$ cat config.mk
export PLATFORM = sky130hd
export DESIGN_NAME = u_rx
export DESIGN_NICKNAME = d
export VERILOG_FILES = /design/src/rtl/u_rx.sv
export SDC_FILE = /design/constraint.sdc
export NUM_CORES = 1
export LEC_CHECK = 0
export CAP_MARGIN = 5
export CORE_MARGIN = 4
export CORE_UTILIZATION = 59
export DETAILED_ROUTE_END_ITERATION = 8
export HOLD_SLACK_MARGIN = 0.08
export MAX_ROUTING_LAYER = met4
export PLACE_DENSITY_LB_ADDON = 0.2
export SLEW_MARGIN = 20
export SYNTH_ARGS = -nofsm -noshare
export SYNTH_HDL_FRONTEND = slang
export SYNTH_SLANG_ARGS = --single-unit
$ cat constraint.sdc
create_clock -name clk -period 2.3 [get_ports clk]
set_clock_uncertainty 0.1 [all_clocks]
set_input_delay 0.345 -clock clk [delete_from_list [all_inputs] [get_ports clk]]
set_output_delay 0.345 -clock clk [all_outputs]
set_load 0.05 [all_outputs]
$ cat src/rtl/u_rx.sv
// UART receiver: two-flop line synchronizer, oversampled start/data/stop sampling,
// registered parallel word with a one-cycle done strobe and framing-error flag.
module u_rx #(
    parameter int width        = 8,
    parameter int no_of_sample = 16
) (
    input  logic             clk,
    input  logic             rst,
    input  logic             rx_in,
    input  logic             baud_en_rx,
    output logic [width-1:0] rx_data_out,
    output logic             rx_done,
    output logic             rx_active,
    output logic             frame_err
);
    localparam int TW = $clog2(no_of_sample);
    localparam int BW = (width > 1) ? $clog2(width) : 1;
    localparam logic [TW-1:0] HALF_LAST = TW'(no_of_sample / 2 - 1);
    localparam logic [TW-1:0] FULL_LAST = TW'(no_of_sample - 1);
    localparam logic [TW-1:0] TICK_ONE  = TW'(32'd1);
    localparam logic [BW-1:0] LAST_IDX  = BW'(width - 1);
    localparam logic [BW-1:0] IDX_ONE   = BW'(32'd1);

    typedef enum logic [1:0] {
        ST_IDLE  = 2'd0,
        ST_START = 2'd1,
        ST_DATA  = 2'd2,
        ST_STOP  = 2'd3
    } state_t;

    state_t           state_r, state_s;
    logic             sync1_r;
    logic             rx_s;
    logic [TW-1:0]    tick_cnt_r, tick_cnt_s;
    logic [BW-1:0]    bit_idx_r, bit_idx_s;
    logic [width-1:0] shreg_r, shreg_s;
    logic [width-1:0] rx_data_r, rx_data_s;
    logic             frame_err_r, frame_err_s;
    logic             rx_done_r, rx_done_s;
    logic             rx_active_r;

    // Next-state, counter and output-capture logic
    always_comb begin
        state_s     = state_r;
        tick_cnt_s  = tick_cnt_r;
        bit_idx_s   = bit_idx_r;
        shreg_s     = shreg_r;
        rx_data_s   = rx_data_r;
        frame_err_s = frame_err_r;
        rx_done_s   = 1'b0;
        case (state_r)
            ST_IDLE: begin
                tick_cnt_s = '0;
                bit_idx_s  = '0;
                if (baud_en_rx && !rx_s) begin
                    state_s = ST_START;
                end else begin
                    state_s = ST_IDLE;
                end
            end
            ST_START: begin
                if (baud_en_rx) begin
                    if (tick_cnt_r == HALF_LAST) begin
                        tick_cnt_s = '0;
                        // A high line at mid start bit was only a glitch
                        if (!rx_s) begin
                            state_s = ST_DATA;
                        end else begin
                            state_s = ST_IDLE;
                        end
                    end else begin
                        tick_cnt_s = tick_cnt_r + TICK_ONE;
                    end
                end else begin
                    state_s = ST_START;
                end
            end
            ST_DATA: begin
                if (baud_en_rx) begin
                    if (tick_cnt_r == FULL_LAST) begin
                        tick_cnt_s         = '0;
                        shreg_s[bit_idx_r] = rx_s;
                        if (bit_idx_r == LAST_IDX) begin
                            state_s = ST_STOP;
                        end else begin
                            bit_idx_s = bit_idx_r + IDX_ONE;
                        end
                    end else begin
                        tick_cnt_s = tick_cnt_r + TICK_ONE;
                    end
                end else begin
                    state_s = ST_DATA;
                end
            end
            ST_STOP: begin
                if (baud_en_rx) begin
                    if (tick_cnt_r == FULL_LAST) begin
                        // Leaving at mid stop bit lets the next start bit follow directly
                        tick_cnt_s  = '0;
                        rx_data_s   = shreg_r;
                        frame_err_s = ~rx_s;
                        rx_done_s   = 1'b1;
                        state_s     = ST_IDLE;
                    end else begin
                        tick_cnt_s = tick_cnt_r + TICK_ONE;
                    end
                end else begin
                    state_s = ST_STOP;
                end
            end
            default: begin
                state_s    = ST_IDLE;
                tick_cnt_s = '0;
                bit_idx_s  = '0;
            end
        endcase
    end

    // Synchronizer, FSM state and registered outputs
    always_ff @(posedge clk) begin
        if (rst) begin
            sync1_r     <= 1'b1;
            rx_s        <= 1'b1;
            state_r     <= ST_IDLE;
            tick_cnt_r  <= '0;
            bit_idx_r   <= '0;
            shreg_r     <= '0;
            rx_data_r   <= '0;
            frame_err_r <= 1'b0;
            rx_done_r   <= 1'b0;
            rx_active_r <= 1'b0;
        end else begin
            sync1_r     <= rx_in;
            rx_s        <= sync1_r;
            state_r     <= state_s;
            tick_cnt_r  <= tick_cnt_s;
            bit_idx_r   <= bit_idx_s;
            shreg_r     <= shreg_s;
            rx_data_r   <= rx_data_s;
            frame_err_r <= frame_err_s;
            rx_done_r   <= rx_done_s;
            rx_active_r <= (state_s != ST_IDLE);
        end
    end

    assign rx_data_out = rx_data_r;
    assign rx_done     = rx_done_r;
    assign rx_active   = rx_active_r;
    assign frame_err   = frame_err_r;

endmodule

* Word-level counts from Yosys, hierarchy flattened *
Index checks and enable logic that the tools add are counted.

operators by class
  $add $sub $neg = 2
  $mul = 0
  divide/modulo/power cells = 0
  $lt $le $gt $ge = 2
  eq/ne operators = 11
  shifts and indexed selects = 0
  multiplexer cells = 23
  bitwise operators = 3
  reductions and logical operators = 12

operator list
  kind                   count
  $mux W2                8
  $mux W4                4
  $pmux W4 S3            1
  $mux W3                3
  $bwmux W8              1
  $ne A2 B2 Y1 const B   4
  $pmux W2 S4            1
  $pmux W3 S2            1
  $reduce_and A3 Y1      2
  $add A4 B1 Y4 const B  1
  $eq A2 B2 Y1 const B   2
  $eq A4 B3 Y1 const B   1
  $eq A4 B4 Y1 const B   1
  $lt A3 B4 Y1 const B   1
  $reduce_and A4 Y1      1
  $reduce_bool A2 Y1     2
  $add A3 B1 Y3 const B  1
  $demux W1 S3           1
  $eq A3 B3 Y1 const B   1
  $ge A3 B1 Y1 const B   1
  $mux W1                3
  $not A1 Y1             3
  $reduce_or A3 Y1       1
  $eq A2 B1 Y1 const B   1
  other kinds (6)        7

word-level totals
  bits in registers = 30
  bits in latches = 0
  bits in writable memories = 0
  bits in read-only memories = 0
  bits of input ports = 4
  output and inout bits = 11
  word-level logic and storage cells = 63
  memories kept = 0

* Longest topological paths before layout *
Gate-level depths: netlist (run 1).

  word-level depth = 6
  gate-level depth with buffers = 6
  mapped depth without buffers = 5

* Worst setup path after synthesis (run 1) *
No wires, ideal clock.

  path type = flip-flop to flip-flop
  from = register tick_cnt_r[0]
  to = register rx_active_r, in the netlist rx_active
  library setup time = 0.088 ns
  arrival = 1.368 ns
  required time = 2.112 ns
  setup slack = 0.744 ns
  stages on the path, launching flop included = 6
  path buffers = 1
  clock period less this slack = 1.556 ns
  path through = dfxtp_1 -> ha_1 -> and4_1 -> clkbuf_2 -> a32o_2 -> o32ai_2

between the ends
  word-level cells in the longest chain between the ends = 5
  elaborated cells between the ends (all ways) = 10
  those cells by class = eq/ne (2); mux (7); reduce/logical (1)

ends and longest elaborated chain
  what                                                 RTL line    text
  from (decl)                                          34          logic [TW-1:0] tick_cnt_r, tick_cnt_s;
  from (signal assigned)                               136         tick_cnt_r <= tick_cnt_s;
  $eq A4 B4 Y1 / $eq A4 B3 Y1 (equally long branches)  80, 97, 63
  $mux W2 (on tied branches)                           97, 63, 80
  $mux W2 (on tied branches)                           96, 62, 79
  $pmux W2 S4 (*)                                      51          case (state_r)
  $reduce_bool A2 Y1 (*)                               142         rx_active_r <= (state_s != ST_IDLE);
  to (signal assigned)                                 142
  to (decl)                                            40          logic rx_active_r;

Every way passes the cells marked *; elsewhere a longest branch is shown, timed or not.
A chain may end at the register's enable or synchronous reset.

* Final worst setup path (run 1) *
  from = register frame_err_r, in the netlist frame_err
  to = output port frame_err

RTL lines
  what                    RTL line  text
  from (decl)             38        logic frame_err_r, frame_err_s;
  from (signal assigned)  140       frame_err_r <= frame_err_s;
  to (decl)               14        output logic frame_err

No word-level cell between the ends.

==> results of run 1 <==
[cell families (layout without fill, tap and decap cells)]
logic type,count (synthesis),in the layout
xor+xnor,2,2
flops,30,30
buf+inv,21,31
simple gates,52,52
compound gates,55,55
fa+ha+maj,3,3
[Yosys cell counts (2+ instances only)]
library cell,n,area (sq um)
or2_2,2,12.5
a31oi_1,2,12.5
nand3b_1,2,15.0
ha_1,3,37.5
clkbuf_1,8,30.0
nor3b_1,2,15.0
o31ai_1,13,97.6
nand2_1,5,18.8
o41ai_2,4,65.1
inv_2,2,7.51
buf_2,5,25.0
nor2b_1,2,12.5
o211ai_1,3,22.5
xor2_1,2,17.5
a21o_1,2,15.0
nor2_1,4,15.0
nor3_1,2,10.0
dfxtp_1,30,601
o311ai_1,3,26.3
buf_4,2,15.0
nand2b_1,2,12.5
a21oi_1,22,110
nand4_1,20,125
inv_1,2,7.51
nand3_1,2,10.0
[sequential cells by signal, indices dropped and copies added (netlist names)]
name / cells
shreg_r: 8
bit_idx_r: 3
sync1_r: 1
rx_done: 1
rx_s: 1
tick_cnt_r: 4
frame_err: 1
state_r: 2
rx_data_out: 8
rx_active: 1
[stage by stage]
stage	std cells	hold slack (ns)	total power [W]	setup WS (ns)	area (sq um)
3_3_place_gp	193	0.294	0.000572	0.434	1610
5_1_grt	201	0.340	0.00101	0.281	1690
4_1_cts	201	0.324	0.000985	0.331	1690
6_report	201	0.322	0.000975	0.351	1690
3_5_place_dp	193	0.299	0.000573	0.350	1610
2_1_floorplan	163	0.289	0.000560	0.744	1480
[worst max path at each step]
stage                     slack (ns)  cells past startpoint        endpoint
after CTS                       0.33                      1  rx_data_out[7]
after global placement          0.43                      5  rx_data_out[5]
after floorplan                 0.74                      5       rx_active
final                           0.35                      1       frame_err
after global routing            0.28                      1       frame_err
after detailed placement        0.35                      5  rx_data_out[3]
[layout make-up]
cell class                 instances  area, sq um
tap                               28         35.0
inverter                           4         15.0
clock inverter                     1         30.0
multi-input combinational        112          782
fill                             174          612
timing repair buffer              19          178
sequential                        30          601
clock buffer                       7         45.0
[worst reg2reg max path, stage by stage, from the launching register on]
cell and delay (ns):
dfxtp_1 0.40, ha_1 0.26, and4_1 0.29, buf_4 0.25, nand4_1 0.14, a21oi_1 0.23
[layer usage]
metal | track usage, % | vias to the layer above | part of all wire [%]
met5 | - | - | 0
met4 | 14.9 | 0 | 4.5
met3 | 8.02 | 21 | 6.6
met2 | 33.1 | 58 | 48
met1 | 25.0 | 651 | 41
li1 | - | 650 | -
[power groups by stage]
stage	Combinational (W)	Clock (W)	Sequential, W
2_1_floorplan	0.0000227	0	0.000537
3_3_place_gp	0.0000318	0	0.000540
3_5_place_dp	0.0000327	0	0.000540
4_1_cts	0.0000327	0.000424	0.000528
5_1_grt	0.0000358	0.000449	0.000529
6_report	0.0000326	0.000414	0.000529
==> impl_metrics.ini, run 1 <==
[cts]
cts_max_path_buffers = 2
cts_root_buf = clkbuf_4
clk_latency_ns = 0.34
cts_buffers = 5
post_cts_buffers = 0
clkTransAtPathRegs_ns = 0.09
cts_tree = built
h-tree-depth = 2
hold_buffers = 0
cts_resized = 0
cts_sinks = 30

[global_route]
track_usage_pct = 22.3
grt_pass1_vias = 1266
grt_pass1_wl_um = 5510
grt_max_degree = 24
antenna_found_initial = 0
overflow = 0

[yosys]
synthFlopType = dfxtp_1
synth_simple_gate_area_share_pct = 21.4
synth-edff-count = 0
yosys.area_share.xor_xnor_pct = 1.19
syn_area_per_cell_sq_um = 9.06
yosys.area_share.adder_pct = 2.54
synth_compound_area_share_pct = 27.8
synth-seq-cells = 30
syn-instance-count = 163
yosysWarnings = 0
synthArstFlopShare_pct = 0
synth_top_family_by_area = compound AO/OA/AOI/OAI gates
ys_seq_area_share_pct = 40.7
synthMuxAreaShare_pct = 0
synth.net_count = 170
syn_area_sq_um = 1480
yosysUniqueCellTypes = 42

[floorplan]
die-area_sq_um = 3370
rows = 17
boundaryPins = 15
die_y_um = 58.0
core_area_sq_um = 2300
fp.dieW_um = 58.0
start_util_pct = 64.3

[setup_path]
end_kind = output pin
reg2reg_slack_ns = 0.55
worstPathRequired_ns = 1.86
critical-path-top-delay-family = buffers and inverters
cp-startpoint = frame_err
max_stage_delay_ns = 0.81
arrival_ns = 1.50
crit_type = flip-flop to output pin
cp_slowest_cell = clkdlybuf4s50_1
cp_max_fo = 2
regToRegEndpoint = rx_data_out[7]
crit_path_start_kind = flip-flop
crit_path_cell_trace = clkdlybuf4s50_1
r2r-start = tick_cnt_r[0]
reg2reg_depth = 5
timing.critical_path.buf_inv = 1

[sta]
worst_pin_slew_ns = 0.741
hold_viol_final = 0
report.final.slew_viol_count = 0
max_freq_ghz = 0.513
tns_ns = 0
slew_headroom_pct = 50.5
setup_violations = 0
post-route-period-util_pct = 84.7
period_needed_ns = 1.95
rsz0062_at_grt = no

[worst_hold_path]
min_path_type = flip-flop to flip-flop
holdPathStages = 1
worstHoldStart = sync1_r
worstHoldEndpoint = rx_s

[power]
comb_power_share_pct = 3.3
power_switching_w = 0.000210
p_clk_share_pct = 42.5
power.leakage_nw = 0.554
switching_share_pct = 21.5
irDropWorstVdd_mv = 0.427
cellPowerDensity_nw_per_um2 = 579
sequentialPowerShare_pct = 54.2
cell_internal_pwr_w = 0.000766

[layout]
nets = 179
layout-drive-gt1-share_pct = 12.1
fin_util_pct = 73.4
syn_to_final_growth_pct = 14.2
final_cell_mix = dfxtp_1, a21oi_1, nand4_1
antenna_cells = 0
final_common_cell = dfxtp_1

[route]
via_per_inst = 6.87
first_pass_iters = 5
drtIter0Drc = 58
wl_um = 3270
via_count = 1380
ant_nets = 0
drc = 0
routedWlPerCell_um = 16.3

[run]
maxCapViolCount = 0

[placed_design]
port_buffers = 14
gp_congestion = 0.835
dp_hpwl_um = 2200

[run_status]
status = finished, final reports clean
Note: power is estimated with default switching activity, not from simulation.
==> inputs of run 2 (changes only) <==
- CORE_UTILIZATION: 59 -> 50
- clock period: 2.3 -> 1.6 ns (I/O delays scaled with it)
==> impl_metrics.ini, run 2 (synthesis results as in run 1) <==
[setup_path]
crit_path_cell_trace = ha_4 > nand4_1 > buf_4 > clkbuf_16 > o41ai_2 > a21oi_1
worstPathRequired_ns = 1.72
end_kind = flip-flop
cp_max_fo = 5
crit_path_start_kind = flip-flop
cp_slowest_cell = dfxtp_2
critical-path-top-delay-family = flip-flops
max_stage_delay_ns = 0.36
timing.critical_path.buf_inv = 2
crit_type = flip-flop to flip-flop
arrival_ns = 1.62

[layout]
antenna_cells = 0
layout-drive-gt1-share_pct = 28.7
syn_to_final_growth_pct = 24.1
final_common_cell = dfxtp_1
fillers = 228
nets = 194
final_cell_mix = dfxtp_1, buf_4, a21oi_1

[sta]
rsz0062_at_grt = no
report.final.slew_viol_count = 0
hold_viol_final = 0
post-route-period-util_pct = 93.9
max_freq_ghz = 0.666
worst_pin_slew_ns = 0.356
fin_ws_ns = 0.0979
period_needed_ns = 1.50
slew_headroom_pct = 76.2
setup_violations = 0

[power]
cell_internal_pwr_w = 0.000986
cellPowerDensity_nw_per_um2 = 705
comb_power_share_pct = 4.7
power.leakage_nw = 0.672
p_clk_share_pct = 36.9
sequentialPowerShare_pct = 58.4
power_switching_w = 0.000305
switching_share_pct = 23.6
irDropWorstVdd_mv = 0.834
power_w = 0.00129

[cts]
clk_latency_ns = 0.33
cts_sinks = 30
h-tree-depth = 2
hold_buffers = 0
cts_max_path_buffers = 2
clkTransAtPathRegs_ns = 0.10
cts_tree = built
cts_root_buf = clkbuf_4
cts_buffers = 5

[floorplan]
rows = 19
die_y_um = 62.3
fp.dieW_um = 62.3
core_area_sq_um = 2780
boundaryPins = 15
start_util_pct = 53.1
die-area_sq_um = 3890

[route]
routed-wl-met3_um = 115
wl_met1_um = 1600
drtIter0Drc = 117
routedWlPerCell_um = 16.1
via_count = 1373
ant_nets = 0
first_pass_iters = 4
drc = 0
top_layer = met4
wl_met2_um = 1780
via_per_inst = 6.27
wl_um = 3530

[global_route]
track_usage_pct = 18.6
grt_pass1_vias = 1296
grt_pass1_wl_um = 5820
overflow = 0
antenna_found_initial = 0
grt_max_degree = 22

[run_status]
status = finished, final reports clean

[placed_design]
gp_congestion = 0.817
port_buffers = 14
dp_hpwl_um = 2370
place_ws_ns = -0.146

[worst_hold_path]
min_path_type = flip-flop to flip-flop

[run]
maxCapViolCount = 0
## run 2: cell count changes in the layout (fill, tap and decap cells not counted), sizes merged
| cell | before | now |
|---|---|---|
| buf | 5 | 29 |
| clkdlybuf4s50 | 14 | 3 |
| bufinv | 1 | 0 |
| clkbuf | 7 | 8 |
| clkinv | 0 | 1 |
| clkinvlp | 0 | 1 |
## run 2: routing by layer
metal | up-vias | track usage, %
met3 | 5 | 5.95
li1 | 682 | -
met1 | 670 | 22.4
met5 | - | -
met2 | 16 | 29.8
met4 | 0 | 5.57
## run 2: cell type report
cell class	instances	area [sq um]	area share (%)
multi-input cells	112	802	43.8
flip-flops and latches	30	603	32.9
clock inverters	2	12.5	0.683
well taps	31	38.8	2.12
repair buffers	34	309	16.9
inverters	4	15.0	0.820
clock buffers	6	51.3	2.80
## run 2: per-stage QoR
step	instance area (sq um)	TNS [ns]	instances	util, %	hold slack [ns]
detailed placement	1680	-2.19	208	60.3	0.321
global placement	1680	-1.29	208	60.3	0.306
floorplan	1480	0	163	-	0.244
global route	1830	0	219	65.9	0.360
CTS	1740	0	216	62.7	0.348
finish	1830	0	219	65.9	0.344
## run 2: power groups by stage
| stage | Clock (W) | Combinational (W) | Sequential, W |
|---|---|---|---|
| global placement | 0 | 0.0000582 | 0.000771 |
| global route | 0.000544 | 0.0000653 | 0.000756 |
| floorplan | 0 | 0.0000327 | 0.000772 |
| finish | 0.000476 | 0.0000606 | 0.000755 |
| detailed placement | 0 | 0.0000594 | 0.000772 |
| CTS | 0.000490 | 0.0000597 | 0.000755 |
## run 2: final timing paths
check                start         end  slack [ns]  cells past startpoint
max reg2reg  tick_cnt_r[0]  shreg_r[2]         0.1                      6
min reg2reg        sync1_r        rx_s        0.34                      1
max          tick_cnt_r[0]  shreg_r[2]         0.1                      6
min                sync1_r        rx_s        0.34                      1
## run 2: repair_timing
item	in CTS	in global routing
resized for setup	1	9
endpoints found under the setup margin	1	21
pin swaps	0	1
gates cloned	0	2
buffers inserted	0	1
## run 2: worst register-to-register path, delay by kind of cell, from the launching register on
| kind | cells | cell delay, ns |
|---|---|---|
| flops | 1 | 0.36 |
| buf+inv | 2 | 0.34 |
| fa+ha+maj | 1 | 0.16 |
| simple gates | 1 | 0.09 |
| compound gates | 2 | 0.36 |
